==> src/rtl/priority_grant_dispatcher.sv <==
// rtl/priority_grant_dispatcher.sv - slot store feeding an 8-input lowest-value arbiter, issues ready/valid grants
// Optional anti-starvation aging: define PRIORITY_DISPATCH_AGING_EN.
module priority_grant_dispatcher #(
    parameter int N = 8
) (
    input  logic           clk,
    input  logic           resetn,
    input  logic           req_valid,
    input  logic [2:0]     req_slot,
    input  logic [N-1:0]   req_prio,
    output logic           req_ready,
    output logic [8*N-1:0] arb_in,
    input  logic [2:0]     arb_idx,
    output logic           gnt_valid,
    output logic [2:0]     gnt_idx,
    output logic [N-1:0]   gnt_prio,
    input  logic           gnt_ready,
    output logic [3:0]     occupancy
);

    localparam logic [N-1:0] PRIO_EMPTY    = '1;
    localparam logic [N-1:0] PRIO_MAX_REAL = {{(N-1){1'b1}}, 1'b0};

    typedef enum logic [1:0] {
        IDLE,
        SAMPLE,
        GRANT
    } state_t;

    state_t       state;
    logic [7:0]   slot_valid;
    logic [7:0]   slot_valid_nxt;
    logic [N-1:0] slot_prio     [8];
    logic [N-1:0] slot_prio_nxt [8];
    logic         wr_fire;
    logic         hs_fire;
    logic [N-1:0] wr_prio;

    function automatic logic [3:0] popcount8(input logic [7:0] v);
        logic [3:0] sum;
        sum = 4'd0;
        for (int i = 0; i < 8; i++) begin
            sum = sum + {3'b000, v[i]};
        end
        return sum;
    endfunction

    // A slot still owned by the pending grant cannot be rewritten until its handshake clears it.
    always_comb begin
        req_ready = ~slot_valid[req_slot] & ~(gnt_valid & (gnt_idx == req_slot));
    end

    assign wr_fire = req_valid & req_ready;
    assign hs_fire = (state == GRANT) & gnt_ready;
    // All-ones is reserved for empty slots so any real request beats them.
    assign wr_prio = (req_prio == PRIO_EMPTY) ? PRIO_MAX_REAL : req_prio;

    always_comb begin
        for (int k = 0; k < 8; k++) begin
            arb_in[k*N +: N] = slot_valid[k] ? slot_prio[k] : PRIO_EMPTY;
        end
    end

    always_comb begin
        slot_valid_nxt = slot_valid;
        for (int k = 0; k < 8; k++) begin
            slot_prio_nxt[k] = slot_prio[k];
        end
        for (int k = 0; k < 8; k++) begin
            if (hs_fire && (gnt_idx == 3'(k))) begin
                slot_valid_nxt[k] = 1'b0;
                slot_prio_nxt[k]  = PRIO_EMPTY;
            end
`ifdef PRIORITY_DISPATCH_AGING_EN
            else if (hs_fire && slot_valid[k] && (slot_prio[k] != '0)) begin
                slot_prio_nxt[k] = slot_prio[k] - 1'b1;
            end
`endif
            if (wr_fire && (req_slot == 3'(k))) begin
                slot_valid_nxt[k] = 1'b1;
                slot_prio_nxt[k]  = wr_prio;
            end
        end
    end

    always_ff @(posedge clk or negedge resetn) begin
        if (!resetn) begin
            slot_valid <= '0;
            for (int k = 0; k < 8; k++) begin
                slot_prio[k] <= PRIO_EMPTY;
            end
            state     <= IDLE;
            gnt_valid <= 1'b0;
            gnt_idx   <= '0;
            gnt_prio  <= '0;
            occupancy <= '0;
        end else begin
            slot_valid <= slot_valid_nxt;
            for (int k = 0; k < 8; k++) begin
                slot_prio[k] <= slot_prio_nxt[k];
            end
            occupancy <= popcount8(slot_valid_nxt);

            case (state)
                IDLE: begin
                    if (|slot_valid) begin
                        state <= SAMPLE;
                    end
                end
                SAMPLE: begin
                    // arb_in has had a full cycle to settle through the arbiter by now.
                    if (slot_valid[arb_idx]) begin
                        gnt_idx   <= arb_idx;
                        gnt_prio  <= slot_prio[arb_idx];
                        gnt_valid <= 1'b1;
                        state     <= GRANT;
                    end else begin
                        state <= IDLE;
                    end
                end
                GRANT: begin
                    if (gnt_ready) begin
                        gnt_valid <= 1'b0;
                        state     <= SAMPLE;
                    end
                end
                default: begin
                    gnt_valid <= 1'b0;
                    state     <= IDLE;
                end
            endcase
        end
    end

endmodule
==> config.mk <==
export PLATFORM = sky130hd
export DESIGN_NAME = priority_grant_dispatcher
export DESIGN_NICKNAME = d
export VERILOG_FILES = /design/src/rtl/priority_grant_dispatcher.sv
export SDC_FILE = /design/constraint.sdc
export NUM_CORES = 1
export LEC_CHECK = 0
export CORE_MARGIN = 2
export CORE_UTILIZATION = 53
export DETAILED_ROUTE_END_ITERATION = 12
export GPL_TIMING_DRIVEN = 0
export HOLD_SLACK_MARGIN = 0.06
export PLACE_DENSITY = 0.8
export SETUP_SLACK_MARGIN = 0.4
export SLEW_MARGIN = 40
export SYNTH_ARGS = -nofsm -noshare
export SYNTH_HDL_FRONTEND = slang
export SYNTH_SLANG_ARGS = --single-unit
==> constraint.sdc <==
create_clock -name clk -period 4.4 [get_ports clk]
set_input_delay 0.66 -clock clk [delete_from_list [all_inputs] [get_ports clk]]
set_output_delay 0.66 -clock clk [all_outputs]
set_load 0.1 [all_outputs]
==> flow_summary.yaml <==
run_status:
  run_status: "complete, no violations"
grt:
  grt_pass1_wl_mm: 21.3
  grt_max_degree: 47
  grt.total_usage: 0.275
  grt-ovfl-total: 0
  grt_pass1_vias: 3832
  antenna_found_initial: 0
placed_design:
  dp_hpwl_mm: 10.0
  gp_congestion: 0.882
  portBuffers: 96
  placed_area_um2: 6010
  place_ws_ps: -406
  dpl.cell_count: 686
routing:
  drt_first_pass_iters: 6
  routed_wl_mm: 14.4
  drc: 0
  vias: 4028
  via_per_inst: 5.65
  ant_nets: 0
  first_iter_violations: 253
  wl_per_cell_um: 20.2
clock_network:
  numCtsBuffers: 9
  insertion_delay_ps: 370
  clock_sinks: 90
  clk_pin_slew_worst_paths_ps: 100
  cts_tree: "yes"
  clockBufferDepth: 2
  holdBufCountCts: 0
  cts-root-buf: "clkbuf_8"
  h-tree-depth: 3
logic_synthesis:
  synth_top_family_by_area: "multiplexers"
  synth_ff_type: "dfstp_2"
  avgSynthCellArea_um2: 11.5
  synthDistinctLibCells: 44
  postSynthCellCount: 455
  seq_area_frac_synth: 0.447
  muxShareOfSynthArea: 0.263
  synth_compound_area_frac: 0.0561
  async_reset_ff_frac: 1.00
  synth_adder_area_share: 0.0225
  synth.area.top_cells: "dfstp_2 32%, mux2i_1 13%, dfrtp_1 12%, nand2b_1 7.9%, mux4_1 5.0%"
  synth_top_cell_area_share: 0.322
  syn_nets: 480
  synth_edf_count: 0
  yosys.area_share.simple: 0.159
  yosysWarnings: 0
  synth_xor_area_frac: 0.00671
  netlist_area_um2: 5220
  yosysTopAreaCell: "dfstp_2"
  ys_seq_elements: 90
setup_path:
  cpPeakStageDelay_ps: 530
  cp-start-kind: "input pin"
  cp_data_required_time_ps: 4660
  crit_chain: "buf_8, mux2_4, or3_1, nand2b_4, buf_8, and2_4, fa_1, fa_1, fa_1, inv_1, ha_4, inv_2, fa_2, inv_1"
  cp_slowest_cell: "fa_2"
  arrival_ps: 4160
  critPathKind: "in2reg"
  rrSetupSlack_ps: 520
  path_common_cell: "fa_1"
  cp_max_fo: 10
  crit_path_end_kind: "flop"
floorplan:
  die_w_um: 103
  coreArea_um2: 9680
  initial_core_util: 0.539
  die_h_um: 103
  num_rows: 36
  die-area_um2: 10700
  io_pins: 99
timing:
  tightest_slew_ps: 722
  grt_setup_unrepaired: "no"
  layout_setup_ws_ps: 496
  hold_violations: 0
  setup_viol: 0
  max_slew_margin: 0.518
  period_needed_ps: 3900
  skew_ps: 10.2
  finalMaxSlewViolations: 0
  min_period_over_period: 0.887
  fmax_ghz: 0.256
finish:
  drive_gt1_frac: 0.414
  multi_input_area_um2: 2760
  layout.area.seq_um2: 2340
  fin_cells: 713
  antenna_cells: 0
  syn_to_final_growth_pct: 22.0
  fillers: 776
  nNetsFinal: 600
  fin_area_um2: 6360
  utilization: 0.657
job:
  max_cap_viol_count: 0
min_path:
  hp-class: "in2async"
[registers in the layout (all words and copies together) (netlist names)]
name	cells
gnt_idx	3
gnt_prio	8
slot_valid	8
occupancy	4
gnt_valid	1
state	2
slot_prio	64
[worst max-delay path, delay by kind of cell]
kind,cells,cell delay (ps)
adder cells (fa/ha/maj),5,2080
multiplexers,1,300
AND/OR/NAND/NOR,3,670
buffers and inverters,5,460
[layout make-up]
cell class | instances | share of cell area
Tap cell | 133 | 0.0261
Clock inverter | 6 | 0.00767
Sequential cell | 90 | 0.367
Timing Repair Buffer | 109 | 0.104
Buffer | 31 | 0.0316
Inverter | 18 | 0.0106
Multi-Input combinational cell | 316 | 0.433
Clock buffer | 10 | 0.0201
[metal layers]
metal | GRT usage | vias to the layer above | share of wire | wire length (um)
li1 | - | 1815 | - | -
met1 | 0.383 | 2013 | 0.43 | 6190
met2 | 0.435 | 168 | 0.48 | 6890
met3 | 0.0444 | 32 | 0.060 | 861
met4 | 0.107 | 0 | 0.030 | 431
met5 | 0 | - | 0 | 0
[synth_stat cells, drive strengths merged, types with 4 or more instances]
library cell,number
nor2,42
mux4,17
mux2,20
fa,4
dfrtp,26
inv,15
dfstp,64
and2,5
o21ai,6
buf,16
mux2i,69
clkbuf,15
xnor2,4
nand2b,66
a21oi,27
o21a,4
nor2b,5
nand2,21
[stage by stage]
stage	TNS, ps	hold slack (ps)
floorplan	0	364
global placement	-12790	494
detailed placement	-767	498
CTS	0	212
global route	0	222
finish	0	209
[logic make-up (layout without fill, tap and decap cells)]
kind of cell	after synthesis	after routing
AND/OR/NAND/NOR	153	153
multiplexers	106	106
flip-flops	90	90
buffers and inverters	49	174
AO/OA/AOI/OAI	46	46
adder cells (fa/ha/maj)	7	7
XOR/XNOR	4	4
[path summary, 6_finish.rpt]
| path | start | to | depth (start not counted) |
|---|---|---|---|
| worst min register to register | gnt_prio[6]$_DFFE_PN0P_ | gnt_prio[6]$_DFFE_PN0P_ | 1 |
| worst min-delay path | resetn | slot_valid[0]$_DFF_PN0_ | 1 |
| min in group clk | gnt_prio[6]$_DFFE_PN0P_ | gnt_prio[6]$_DFFE_PN0P_ | 1 |
| max in group asynchronous | resetn | slot_prio[43]$_DFFE_PN1P_ | 2 |
| worst max register to register | slot_valid[0]$_DFF_PN0_ | occupancy[1]$_DFF_PN0_ | 13 |
| worst max-delay path | req_slot[0] | occupancy[1]$_DFF_PN0_ | 14 |
[layout by cell type (no fill, tap or decap), drive strengths merged, types with 2 or more instances in the layout]
cell type        n
clkbuf          26
ha               3
and3b            2
buf            111
and2             5
o21a             4
mux2i           69
nand4            2
mux2            20
nand2           21
clkinv           5
a21o             2
dfrtp           26
clkdlybuf4s50   12
a21oi           27
dfstp           64
mux4            17
and3             3
fa               4
nand2b          66
inv             18
o21ai            6
nor2b            5
xnor2            4
nor2            42
a41oi            2
[what timing repair did]
action	CTS	global route
resized for setup	12	8
gates cloned	0	0
endpoints found under the hold margin	0	0
pin swaps	3	3
endpoints found under the setup margin	3	2
buffers inserted	1	10
Power is left out: the tool's default activity adds up to more than one toggle a clock period on the data nets, which glitch-free logic cannot reach.
